===== config.mk =====
export PLATFORM = sky130hd
export DESIGN_NAME = note_player_flat
export DESIGN_NICKNAME = d
export VERILOG_FILES = /design/src/rtl/note_player_if.sv /design/src/rtl/note_player.sv /design/src/flat_wrapper.sv
export SDC_FILE = /design/constraint.sdc
export NUM_CORES = 1
export LEC_CHECK = 0
export BUFFER_PORTS_ARGS = -buffer_cell sky130_fd_sc_hd__buf_2
export CORE_UTILIZATION = 60
export DETAILED_ROUTE_END_ITERATION = 16
export HOLD_SLACK_MARGIN = 0.02
export PLACE_DENSITY = 0.92
export SETUP_SLACK_MARGIN = 0.2
export SYNTH_ARGS = -nofsm -noshare
export SYNTH_HDL_FRONTEND = slang
export SYNTH_SLANG_ARGS = --single-unit

===== constraint.sdc =====
create_clock -name clk -period 7.6 [get_ports clk]
set_clock_uncertainty 0.15 [all_clocks]
set_input_delay 1.14 -clock clk [delete_from_list [all_inputs] [get_ports clk]]
set_output_delay 1.14 -clock clk [all_outputs]
set_load 0.1 [all_outputs]

===== src/rtl/note_player_if.sv =====
// Control and sample bus of the note_player tone source.
// The master drives the note/melody controls; the slave returns samples and status.
interface note_player_if;
  logic        start;
  logic        stop;
  logic [3:0]  note_sel;
  logic [1:0]  octave;
  logic [3:0]  volume;
  logic [15:0] audio_left;
  logic [15:0] audio_right;
  logic        busy;
  logic        done;
  logic [3:0]  step_idx;

  modport master (
    output start, stop, note_sel, octave, volume,
    input  audio_left, audio_right, busy, done, step_idx
  );

  modport slave (
    input  start, stop, note_sel, octave, volume,
    output audio_left, audio_right, busy, done, step_idx
  );
endinterface


===== src/rtl/note_player.sv =====
// Square-wave tone source: manual note from the switches, or a 16-step melody from ROM.
// Produces identical signed 16-bit samples for the left and right speaker channels.
module note_player #(
  parameter int unsigned STEP_CYCLES = 4_000_000
) (
  input logic         clk,
  input logic         rst,
  note_player_if.slave bus
);

  typedef enum logic {IDLE, PLAY} state_t;

  localparam int unsigned       STEP_W    = (STEP_CYCLES > 1) ? $clog2(STEP_CYCLES) : 1;
  localparam logic [STEP_W-1:0] STEP_LAST = STEP_W'(STEP_CYCLES - 1);

  state_t            state, state_d;
  logic [STEP_W-1:0] step_cnt;
  logic [3:0]        step_idx;
  logic              done_q;
  logic              step_end, melody_end, busy;

  logic [3:0]  tone_note;
  logic [1:0]  tone_oct;
  logic [5:0]  tone, prev_tone;
  logic [16:0] base, half;
  logic        silent;
  logic [16:0] phase_cnt, phase_cnt_d;
  logic        phase, phase_d;
  logic [15:0] amp, sample_d, audio;

  function automatic logic [5:0] melody_rom(input logic [3:0] idx);
    case (idx)
      4'd0:    melody_rom = {4'd1,  2'd0};
      4'd1:    melody_rom = {4'd3,  2'd0};
      4'd2:    melody_rom = {4'd5,  2'd0};
      4'd3:    melody_rom = {4'd6,  2'd0};
      4'd4:    melody_rom = {4'd8,  2'd0};
      4'd5:    melody_rom = {4'd10, 2'd0};
      4'd6:    melody_rom = {4'd12, 2'd0};
      4'd7:    melody_rom = {4'd1,  2'd1};
      4'd8:    melody_rom = {4'd0,  2'd0};
      4'd9:    melody_rom = {4'd12, 2'd0};
      4'd10:   melody_rom = {4'd10, 2'd0};
      4'd11:   melody_rom = {4'd8,  2'd0};
      4'd12:   melody_rom = {4'd6,  2'd0};
      4'd13:   melody_rom = {4'd5,  2'd0};
      4'd14:   melody_rom = {4'd3,  2'd0};
      default: melody_rom = {4'd1,  2'd0};
    endcase
  endfunction

  // Half-period in clocks at octave 0; zero marks a silent note.
  function automatic logic [16:0] base_half(input logic [3:0] note);
    case (note)
      4'd1:    base_half = 17'd76445;
      4'd2:    base_half = 17'd72155;
      4'd3:    base_half = 17'd68105;
      4'd4:    base_half = 17'd64282;
      4'd5:    base_half = 17'd60675;
      4'd6:    base_half = 17'd57269;
      4'd7:    base_half = 17'd54055;
      4'd8:    base_half = 17'd51020;
      4'd9:    base_half = 17'd48158;
      4'd10:   base_half = 17'd45455;
      4'd11:   base_half = 17'd42903;
      4'd12:   base_half = 17'd40495;
      default: base_half = 17'd0;
    endcase
  endfunction

  assign step_end   = (step_cnt == STEP_LAST);
  assign melody_end = step_end && (step_idx == 4'd15);

  // NOTE: sequential state uses non-blocking assignments so every register samples pre-edge values.
  always_ff @(posedge clk or posedge rst) begin
    if (rst) state <= IDLE;
    else     state <= state_d;
  end

  // NOTE: every always_comb output gets a default first, so no path can infer a latch.
  always_comb begin
    state_d = state;
    case (state)
      IDLE: if (bus.start && !bus.stop)        state_d = PLAY;
      PLAY: if (bus.stop || melody_end)        state_d = IDLE;
      default:                                 state_d = IDLE;
    endcase
  end

  always_comb begin
    busy      = (state == PLAY);
    tone_note = bus.note_sel;
    tone_oct  = bus.octave;
    if (state == PLAY) {tone_note, tone_oct} = melody_rom(step_idx);
  end

  // Step sequencing; step_idx wraps 15 -> 0 exactly when the melody ends.
  always_ff @(posedge clk or posedge rst) begin
    if (rst) begin
      step_cnt <= '0;
      step_idx <= '0;
      done_q   <= 1'b0;
    end else begin
      done_q <= 1'b0;
      if (state == IDLE) begin
        step_cnt <= '0;
        step_idx <= '0;
      end else if (bus.stop) begin
        step_cnt <= '0;
        step_idx <= '0;
      end else if (step_end) begin
        step_cnt <= '0;
        step_idx <= step_idx + 4'd1;
        done_q   <= melody_end;
      end else begin
        step_cnt <= step_cnt + STEP_W'(1);
      end
    end
  end

  assign tone   = {tone_note, tone_oct};
  assign base   = base_half(tone_note);
  assign half   = base >> tone_oct;
  assign silent = (base == 17'd0);
  assign amp    = {1'b0, bus.volume, 11'd0};

  // A tone change restarts the wave on a fresh positive half-period.
  always_comb begin
    phase_cnt_d = phase_cnt + 17'd1;
    phase_d     = phase;
    if (tone != prev_tone || silent) begin
      phase_cnt_d = '0;
      phase_d     = 1'b1;
    end else if (phase_cnt == half - 17'd1) begin
      phase_cnt_d = '0;
      phase_d     = ~phase;
    end
  end

  always_comb begin
    sample_d = 16'd0;
    if (!silent) sample_d = phase_d ? amp : (16'd0 - amp);
  end

  always_ff @(posedge clk or posedge rst) begin
    if (rst) begin
      prev_tone <= '0;
      phase_cnt <= '0;
      phase     <= 1'b1;
      audio     <= '0;
    end else begin
      prev_tone <= tone;
      phase_cnt <= phase_cnt_d;
      phase     <= phase_d;
      audio     <= sample_d;
    end
  end

  assign bus.audio_left  = audio;
  assign bus.audio_right = audio;
  assign bus.busy        = busy;
  assign bus.done        = done_q;
  assign bus.step_idx    = step_idx;

endmodule


===== src/flat_wrapper.sv =====
// flat-port wrapper written by rule: the top's interface ports become plain ports
module note_player_flat 
#(
  parameter int unsigned STEP_CYCLES = 4_000_000
)
  (clk, rst, bus_start, bus_stop, bus_note_sel, bus_octave, bus_volume, bus_audio_left, bus_audio_right, bus_busy, bus_done, bus_step_idx);
  note_player_if bus_i ();
  input logic clk;
  input logic rst;
  input wire logic [$bits(bus_i.start)-1:0] bus_start;
  input wire logic [$bits(bus_i.stop)-1:0] bus_stop;
  input wire logic [$bits(bus_i.note_sel)-1:0] bus_note_sel;
  input wire logic [$bits(bus_i.octave)-1:0] bus_octave;
  input wire logic [$bits(bus_i.volume)-1:0] bus_volume;
  output wire logic [$bits(bus_i.audio_left)-1:0] bus_audio_left;
  output wire logic [$bits(bus_i.audio_right)-1:0] bus_audio_right;
  output wire logic [$bits(bus_i.busy)-1:0] bus_busy;
  output wire logic [$bits(bus_i.done)-1:0] bus_done;
  output wire logic [$bits(bus_i.step_idx)-1:0] bus_step_idx;
  assign bus_i.start = bus_start;
  assign bus_i.stop = bus_stop;
  assign bus_i.note_sel = bus_note_sel;
  assign bus_i.octave = bus_octave;
  assign bus_i.volume = bus_volume;
  assign bus_audio_left = bus_i.audio_left;
  assign bus_audio_right = bus_i.audio_right;
  assign bus_busy = bus_i.busy;
  assign bus_done = bus_i.done;
  assign bus_step_idx = bus_i.step_idx;
  note_player #(.STEP_CYCLES(STEP_CYCLES)) u_core (.clk(clk), .rst(rst), .bus(bus_i));
endmodule

==> impl_results.md, run 1 <==
- Vias in the first global route: a little over 5000
- Synth Flop Type: dfrtp_1
- CP Class: flip-flop to flip-flop
- Mean Syn Cell Area: just over 8 um2
- Gpl congestion: between 1 and 1.5
- Slew Limit Fails: 0
- Simple-gate share of the synthesized area: 27.7%
- Hold_sp: u_core.step_cnt[4]
- CP Data Required Time: about 7700 ps
- I/O pin total: 52
- Worst-path clk slew: ~70 ps
- Layout area overhead: 5.27%
- Die Wd: slightly below 100 um
- Share of flip-flops with an asynchronous set or reset: 100%
- Synth Instances: 685
- P_leak: about 2.4 nW
- Net switching power: 0.367 mW
- Fin cells: about 800
- Clock Power Share: 35.5%
- Root Buffer: clkbuf_8
- WP data arrival: ~7000 ps
- First-pass GRT wire length: about 24 mm
- Global route overflow: 0
- VDD IR max: ~0.12 mV
- WHS Endpoint: u_core.step_cnt[4]
- Flop-to-flop setup slack: approximately 700 ps
- R2r startpoint: u_core.bus.step_idx[0]
- DRC: 1
- CTS buffer count: 9
- DP HPWL: between 10 and 15 mm
- CTS sink cnt: 57
- Final worst-path cycle share: a little over 90%
- Critical Path Start Type: flip-flop
- Post-synth EDFFs: 0
- DRT iter0 DRCs: about 630
- Antenna Nets Post-Route: 0
- Antenna violations before repair: 0
- Pin count of the biggest net entering global routing: slightly below 60
- Pwr dens: ~170 mW/mm2
- Worst-Margin Slew: between 900 and 1000 ps
- Post-Route WL: 14.9 mm
- RSZ-0062 raised after global routing: false
- Vias per cell: between 6 and 7
- Largest family of logic cells by synthesized area: simple AND/OR/NAND/NOR gates
- Logic pwr share: 33.1%
- H-tree lvl count: 3
- Worst Reg-to-Reg Cells: 22
- RR Endpoint: u_core.bus.audio_left[12]
- Worst-path fanout max: 14
- Slew headroom: approximately 37%
- Share of cells above drive strength 1: a little over an eighth
- Initial Util: about 63%
- Sw Ratio: a little under two fifths
- TritonCTS clock tree: yes
- Ys Warns: 0
- HP Class: flip-flop to flip-flop
- # setup viols final: 0
- Seq/Total Area, Yosys: around a quarter
- Min Clock Period, post-route: between 6000 and 7000 ps
- PortBufs: 29
- Final nets: ~720
- # placed instances: 788
- Drt pass-1 iters: 16
- Max_cap viols: 0
- Hold depth: 2
- Routed len/inst: about 19 um
- Row cnt: 34
- CORE AREA: 0.00885 mm2
- Die area: 0.00968 mm2
- FF+latch count, synth: 57
- Final Hold Viols: 0
- Power Internal: approximately 0.63 mW
- Failing checks: DRC
- Setup TNS: 0 ps
- Clk Latency, worst-skew pair: 340 ps
- Adder-cell share of the synthesized area: ~4.3%
- Clock buffer depth: 2
- Height of the chip: about 98 um
- Sequential Power Share: a little under a third
- Post-synthesis cell type count: 85
- XOR/XNOR Fraction of Synth Area: roughly 9.1%
- CP Capture Type: flip-flop
- Antenna Cells: 0
- Total number of vias: approximately 5400
- Post-Synthesis Cell Area: around 0.0056 mm2
- Status: complete, but fails checks
- GRT Total Usage: between 30% and 40%
- Fmax: 145 MHz
- Mux contribution to synthesized area: between 5 and 6%
- Synth Area in Compound Gates: 19.5%
==> critical path: stages (launching register included) <==
cell and delay [ps]:
dfrtp_1 520, inv_1 180, ha_1 270, nor2b_1 90
o21ai_0 370, nand2_1 280, inv_1 200, ha_2 360
nand2_1 140, o22ai_1 320, a2bb2oi_1 410, o22ai_1 200
a21boi_0 250, ha_1 280, nand2_1 90, a211o_1 280
nand3_1 200, or3b_4 440, nor4_4 300, o22ai_2 120
nor4_4 540, mux2_2 390, or3_1 370
==> power by group through the flow <==
stage,logic (mW),registers [mW],clock network [mW]
4_1_cts,0.319,0.313,0.356
2_1_floorplan,0.257,0.331,0
3_5_place_dp,0.317,0.318,0
5_1_grt,0.348,0.313,0.371
3_3_place_gp,0.310,0.318,0
6_report,0.330,0.313,0.353
==> worst max path at each step <==
stage / startpoint / end / slack, ps
5_1_grt: u_core.bus.step_idx[0] / u_core.bus.audio_left[12] / 270
3_3_place_gp: bus_note_sel[0] / u_core.bus.audio_left[12] / 940
3_5_place_dp: bus_note_sel[0] / u_core.bus.audio_left[12] / 600
4_1_cts: u_core.bus.step_idx[0] / u_core.bus.audio_left[12] / 710
6_report: u_core.bus.step_idx[0] / u_core.bus.audio_left[12] / 720
2_1_floorplan: u_core.bus.step_idx[0] / u_core.bus.audio_left[12] / 910
==> metal layers <==
metal	global-route usage, %	vias to the layer above	part of all wire, %
met4	15.8	0	4.1
li1	-	2444	-
met3	7.02	81	10
met5	0	-	0
met1	40.0	2519	40
met2	50.0	374	46
==> cell usage after synthesis (all sizes together) (4+ instances only) <==
cell type	instances	area (um2)
or2	9	56.3
or3b	8	72.6
o2bb2ai	4	35.0
xor2	28	245
buf	44	308
o21ai	18	90.1
nand4	8	50.1
o32ai	5	43.8
a21oi	22	110
a31oi	5	31.3
clkbuf	21	78.8
nor2	73	274
xnor2	30	263
dfrtp	56	1400
and2	10	62.6
o31ai	6	45.0
o311ai	4	35.0
ha	19	238
a211oi	4	30.0
nand3	42	210
o211ai	11	82.6
a211o	8	78.8
nor3b	8	60.1
o2111ai	4	35.0
nor2b	11	68.8
mux2	6	71.3
nand2b	15	93.8
or3	6	37.5
inv	25	93.8
a21o	5	37.5
nand3b	5	37.5
mux2i	21	210
and3	11	68.8
nor4	10	92.6
nand2	46	173
a22oi	5	37.5
nor3	16	91.3
o22ai	6	43.8
==> placed cells by master (no fill, tap or decap), types with 6 or more instances in the layout <==
master,Yosys,layout
nor2_1,73,73
dfrtp_1,56,56
nand2_1,46,46
nand3_1,42,42
xnor2_1,30,30
buf_2,9,29
xor2_1,28,28
inv_1,24,23
a21oi_1,22,22
conb_1,1,22
mux2i_1,21,21
ha_1,19,18
o21ai_0,17,17
nand2b_1,15,15
nor3_1,15,15
and3_1,11,11
nor2b_1,11,11
o211ai_1,11,11
and2_1,10,10
clkbuf_8,0,10
buf_4,29,10
nor4_1,8,8
nand4_1,8,8
nor3b_1,8,8
or2_2,8,8
or3b_2,7,7
a211o_1,7,7
or3_1,6,6
o31ai_1,6,6
==> registers in the layout, summed over array words and instances, names as in the netlist <==
| name | count |
|---|---|
| u_core.bus.audio_left | 5 |
| u_core.bus.busy | 1 |
| u_core.bus.done | 1 |
| u_core.bus.step_idx | 4 |
| u_core.phase | 1 |
| u_core.phase_cnt | 17 |
| u_core.prev_tone | 6 |
| u_core.step_cnt | 22 |
==> cell type report <==
| cell class | count | area [um2] |
|---|---|---|
| flip-flops and latches | 57 | 1430 |
| repair buffers | 39 | 220 |
| clock inverters | 5 | 103 |
| multi-input cells | 558 | 3740 |
| clock buffers | 11 | 141 |
| fillers | 704 | 2980 |
| inverters | 26 | 98.8 |
| well taps | 108 | 135 |
==> kinds of logic (layout without fill, tap and decap cells) <==
kind of cell	after synthesis	after routing
and+or+nand+nor	289	289
other	1	22
buffers and inverters	91	81
muxes	27	27
DFF	57	57
xor gates and xnor gates	58	58
adders and majority gates	19	19
AOI/OAI and AO/OA	143	143
==> per-stage QoR <==
stage	hold slack, ps	total power [mW]	setup slack (ps)	util, %	instance area [um2]
final	394	0.996	718	66.3	5870
after global routing	416	1.03	274	66.3	5870
after CTS	403	0.988	705	66.3	5870
after detailed placement	379	0.635	604	63.5	5620
after global placement	364	0.628	943	63.5	5620
after floorplan	338	0.588	907	-	5650
==> what timing repair did <==
item,CTS,global route
endpoints found under the hold margin,0,0
endpoints found under the setup margin,0,18
buffers inserted,0,0
hold buffers,0,0
gates resized for setup,0,1
(Power assumes the default switching activity.)
==> run 2: changes to the inputs <==
CORE_ASPECT_RATIO = 1.75   (was unset)
CORE_UTILIZATION = 61   (was 60)
PLACE_DENSITY = 0.94   (was 0.92)
==> impl_results.md, run 2 (same netlist as run 1, synthesis figures left out) <==
- Critical Path Start Type: flip-flop
- Antenna Nets Post-Route: 0
- CP max-delay cell: nor4_4
- Vias in the first global route: about 5300
- Initial Util: between 60% and 70%
- Critical path buffer and inverter count: 2
- Max_cap viols: 0
- DP HPWL: roughly 11 mm
- Family with the most delay on the worst path: simple AND/OR/NAND/NOR gates
- Post-Route WL: 15.1 mm
- Biggest register: u_core.step_cnt
- # setup viols final: 0
- P_leak: approximately 2.4 nW
- Clk Latency, worst-skew pair: between 300 and 400 ps
- CORE AREA: approximately 0.0088 mm2
- CTS Hold Bufs: 0
- Antenna violations before repair: 0
- CP Capture Type: flip-flop
- RSZ-0062 raised after global routing: false
- Post-route setup slack: ~650 ps
- Pwr dens: approximately 180 mW/mm2
- Worst-path fanout max: 14
- Layout area overhead: 6.13%
- Slew Limit Fails: 0
- WP data arrival: 7000 ps
- CP Data Required Time: 7660 ps
- Slew headroom: between 40% and 50%
- GRT Total Usage: about 34%
- H-tree lvl count: 3
- Final worst-path cycle share: about nine tenths
- Worst-Margin Slew: 883 ps
- Root Buffer: clkbuf_16
- Final Hold Viols: 0
- Max FFs per register: 22
- Worst-path clk slew: about 50 ps
- Die Wd: 74.3 um
- Most frequent cells in the layout: nor2_1 (73), dfrtp_1 (56), nand2_1 (46)
- Share of cells above drive strength 1: between 10% and 20%
- Fin cells: 810
- Total number of vias: about 5400
- VDD IR max: ~0.17 mV
- First-pass GRT wire length: about 25 mm
- Fmax: about 140 MHz
- Pin count of the biggest net entering global routing: 58
- Setup TNS: 0 ps
- Drt pass-1 iters: 5
- Status: finished clean
- DRC: 0
- Die area: between 0.009 and 0.01 mm2
- CP Class: flip-flop to flip-flop
- Leading cell type in the layout, fill and taps excluded: nor2_1
- # placed instances: approximately 800
- DRT iter0 DRCs: 630
- Dpl ws: ~610 ps
- Vias per cell: roughly 6.6
- CP peak stage delay: roughly 530 ps
- CTS sink cnt: 57
- Final nets: 722
- PortBufs: 29
- Height of the chip: ~130 um
- Most frequent cell on the critical path: nand2_1
- Routed len/inst: ~19 um
- CP cell instances: inv_1 > ha_1 > nor2b_1 > o21ai_0 > nand2_1 > inv_1 > ha_2 > nand2_1 > o22ai_1 > a2bb2oi_1 > o22ai_1 > a21boi_0 > ha_1 > nand2_1 > a211o_1 > nand3_1 > or3b_4 > nor4_4 > o22ai_2 > nor4_4 > mux2_2 > or3_1
- Antenna Cells: 0
- Global route overflow: 0
- Biggest regs: u_core.step_cnt (22), u_core.phase_cnt (17), u_core.prev_tone (6)
- Min Clock Period, post-route: ~6900 ps
- HP Class: flip-flop to flip-flop
- FILL cells: ~700
- Gpl congestion: approximately 1.0
- Row cnt: between 40 and 50
- TritonCTS clock tree: yes
- I/O pin total: 52
- CTS buffer count: 9
- Clock buffer depth: 2
-- run 2: final timing paths --
path / to / slack [ps] / from / cells past startpoint
max reg2reg: u_core.bus.audio_left[12] / 650 / u_core.bus.step_idx[0] / 22
min in group asynchronous: u_core.step_cnt[0] / 850 / rst / 3
min reg2reg: u_core.step_cnt[6] / 390 / u_core.step_cnt[6] / 2
min: u_core.step_cnt[6] / 390 / u_core.step_cnt[6] / 2
max: u_core.bus.audio_left[12] / 650 / u_core.bus.step_idx[0] / 22
max in group asynchronous: u_core.bus.audio_left[11] / 5980 / rst / 3
-- run 2: worst min-delay path: cells and delay by family, from the launching register on --
kind | cells | cell delay (ps)
DFF | 1 | 360
xor gates and xnor gates | 1 | 70
and+or+nand+nor | 1 | 70
-- run 2: where the power goes --
part | switching [mW] | internal [mW]
logic | 0.232 | 0.0941
registers | 0.00486 | 0.309
clock network | 0.146 | 0.260
total | 0.384 | 0.663
-- run 2: layout make-up --
class,instances,area [um2],area share (%)
Multi-Input combinational cell,558,3740,63.3
Timing Repair Buffer,37,205,3.47
Tap cell,117,146,2.47
Inverter,26,98.8,1.67
Clock inverter,5,56.3,0.952
Sequential cell,57,1430,24.1
Clock buffer,10,239,4.04
-- run 2: per-layer routing --
metal / track usage [%] / share of wire [%]
met1: 35.8 / 36
met2: 57.4 / 51
met3: 8.07 / 6.5
met4: 21.9 / 6.2
met5: 0 / 0
-- run 2: through the flow --
step	power [mW]	hold slack, ps	area [um2]	utilization, %
floorplan	0.588	338	5650	-
global placement	0.629	364	5620	64.0
detailed placement	0.634	380	5620	64.0
CTS	1.04	393	5910	67.3
global route	1.08	421	5920	67.4
finish	1.05	388	5920	67.4
-- run 2: what timing repair did --
item,in CTS,in global routing
resized for setup,0,1
setup buffers,0,0
setup endpoints to repair,0,18
==> run 3: changes to the inputs <==
ABC_AREA = 1   (was unset)
SKIP_CTS_REPAIR_TIMING = 1   (was unset)
==> impl_results.md, run 3 <==
- # placed instances: about 950
- First-pass GRT wire length: approximately 24 mm
- Hold depth: 1
- Share of the synthesized area in the top cell type: 25.9%
- Root Buffer: clkbuf_16
- Slew headroom: a little over two fifths
- Dominant cells by area after synthesis: dfrtp_1 (26%), nand2_1 (16%), nand3_1 (13%), nor2_1 (5.8%), inv_1 (5.7%)
- CP Class: flip-flop to flip-flop
- Final core utilization: between 60% and 70%
- DRT iter0 DRCs: 365
- Post-synthesis cell type count: 46
- Post-Synthesis Cell Area: 0.00540 mm2
- Pwr dens: approximately 180 mW/mm2
- Final worst-path cycle share: 58.7%
- Most frequent cells in the layout: nand2_1 (230), nand3_1 (135), nor2_1 (84)
- Min Clock Period, post-route: approximately 4500 ps
- CTS sink cnt: 57
- H-tree lvl count: 3
- Biggest register: u_core.step_cnt
- Max FFs per register: 22
- Synth Instances: a little over 800
- Max_cap viols: 0
- DP HPWL: about 10 mm
- Most frequent cell after synthesis: nand2_1
- Status: finished clean
- Worst-Margin Slew: ~850 ps
- Post-Route WL: ~14 mm
- Fin cells: roughly 970
- RSZ-0062 raised after global routing: false
- Share of cells above drive strength 1: 12.7%
- Drt pass-1 iters: 5
- Die area: around 0.009 mm2
- Most frequent cell on the critical path: nand2_1
- Worst-path clk slew: roughly 50 ps
- Ys Warns: 0
- Largest area contributor in the netlist: dfrtp_1
- Flop-to-flop setup slack: approximately 3100 ps
- Height of the chip: roughly 130 um
- TritonCTS clock tree: yes
- Post-route setup slack: 3140 ps
- PortBufs: 29
- Critical Path Start Type: flip-flop
- P_leak: about 2.9 nW
- HP Class: flip-flop to flip-flop
- GRT Total Usage: between 30 and 40%
- Die Wd: about 73 um
- CTS buffer count: 9
- Final Hold Viols: 0
- Pin count of the biggest net entering global routing: 58
- Worst-path fanout max: 8
- Initial Util: a little over three fifths
- Slew Limit Fails: 0
- Synth Flop Type: dfrtp_1
- Setup TNS: 0 ps
- # setup viols final: 0
- Gpl congestion: approximately 1.0
- I/O pin total: between 50 and 60
- Total number of vias: ~5500
- Routed len/inst: 14.4 um
- Dpl ws: 2940 ps
- Antenna Cells: 0
- Vias in the first global route: 5376
- Share of flip-flops with an asynchronous set or reset: between 90% and 100%
- DRC: 0
- Mean Syn Cell Area: roughly 6.5 um2
- Final nets: 880
- Top post-synthesis cells by count: nand2_1 (230), nand3_1 (135), nor2_1 (84), inv_1 (82), dfrtp_1 (56)
- Leading cell type in the layout, fill and taps excluded: nand2_1
- Fmax: approximately 220 MHz
- Antenna Nets Post-Route: 0
- VDD IR max: 0.163 mV
- Post-synth EDFFs: 0
- CP Capture Type: flip-flop
- Antenna violations before repair: 0
- Clk Latency, worst-skew pair: roughly 330 ps
- CP peak stage delay: 460 ps
- Clock buffer depth: 2
- Biggest regs: u_core.step_cnt (22), u_core.phase_cnt (17), u_core.prev_tone (6)
- CP Data Required Time: 7660 ps
- Worst Reg-to-Reg Cells: 29
- Global route overflow: 0
- Vias per cell: 5.66
- FF+latch count, synth: 57
- CP max-delay cell: dfrtp_1
- Layout area overhead: 6.18%
- Seq/Total Area, Yosys: a little over a quarter
- Row cnt: 45
- CORE AREA: roughly 0.0086 mm2
- Design Power: about 1.0 mW
- WP data arrival: between 4000 and 5000 ps
==> run 3: cells by family after synthesis <==
| kind of cell | after synthesis | synth area share (%) |
|---|---|---|
| xor+xnor | 26 | 4.35 |
| buf+inv | 137 | 12.6 |
| compound gates | 45 | 4.68 |
| fa+ha+maj | 19 | 4.40 |
| simple gates | 546 | 47.5 |
| other cells | 1 | 0.0694 |
| flops | 57 | 26.4 |
==> run 3: per-stage QoR <==
step                      hold WS (ps)  cell area (um2)
after global routing               370             5740
after global placement             302             5450
final                              325             5740
after CTS                          322             5740
after detailed placement           316             5450
after floorplan                    283             5480
==> run 3: power by group <==
part | switching (mW) | internal [mW]
combinational | 0.265 | 0.0897
clock | 0.133 | 0.243
sequential | 0.00556 | 0.309
==> run 3: layout make-up <==
class | count | area (um2)
clock buffer | 12 | 267
inverter | 89 | 339
timing repair buffer | 32 | 168
sequential | 57 | 1430
clock inverter | 3 | 15.0
multi-input combinational | 658 | 3370
fill | 751 | 2880
tap | 117 | 146
==> run 3: path summary, 6_finish.rpt <==
path | start | end
hold / removal | u_core.step_cnt[0] | u_core.step_cnt[0]
min in group asynchronous | rst | u_core.step_cnt[14]
max in group asynchronous | rst | u_core.step_cnt[6]
hold reg to reg | u_core.step_cnt[0] | u_core.step_cnt[0]
setup reg to reg | u_core.bus.step_idx[0] | u_core.bus.audio_left[14]
setup / recovery | u_core.bus.step_idx[0] | u_core.bus.audio_left[14]
==> run 3: metal layers <==
layer | part of all wire (%) | up-vias | global-route usage, % | routed length (um)
li1 | - | 2666 | - | -
met1 | 35 | 2484 | 33.5 | 4920
met2 | 52 | 252 | 56.7 | 7190
met3 | 4.7 | 80 | 4.85 | 661
met4 | 8.4 | 0 | 23.8 | 1170
met5 | 0 | - | 0 | 0
==> run 3: critical path, delay by kind of cell, from the launching register on <==
family	cells	cell delay [ps]
AOI/OAI and AO/OA	1	300
adders and majority gates	3	840
buffers and inverters	2	350
DFF	1	460
and+or+nand+nor	23	2250
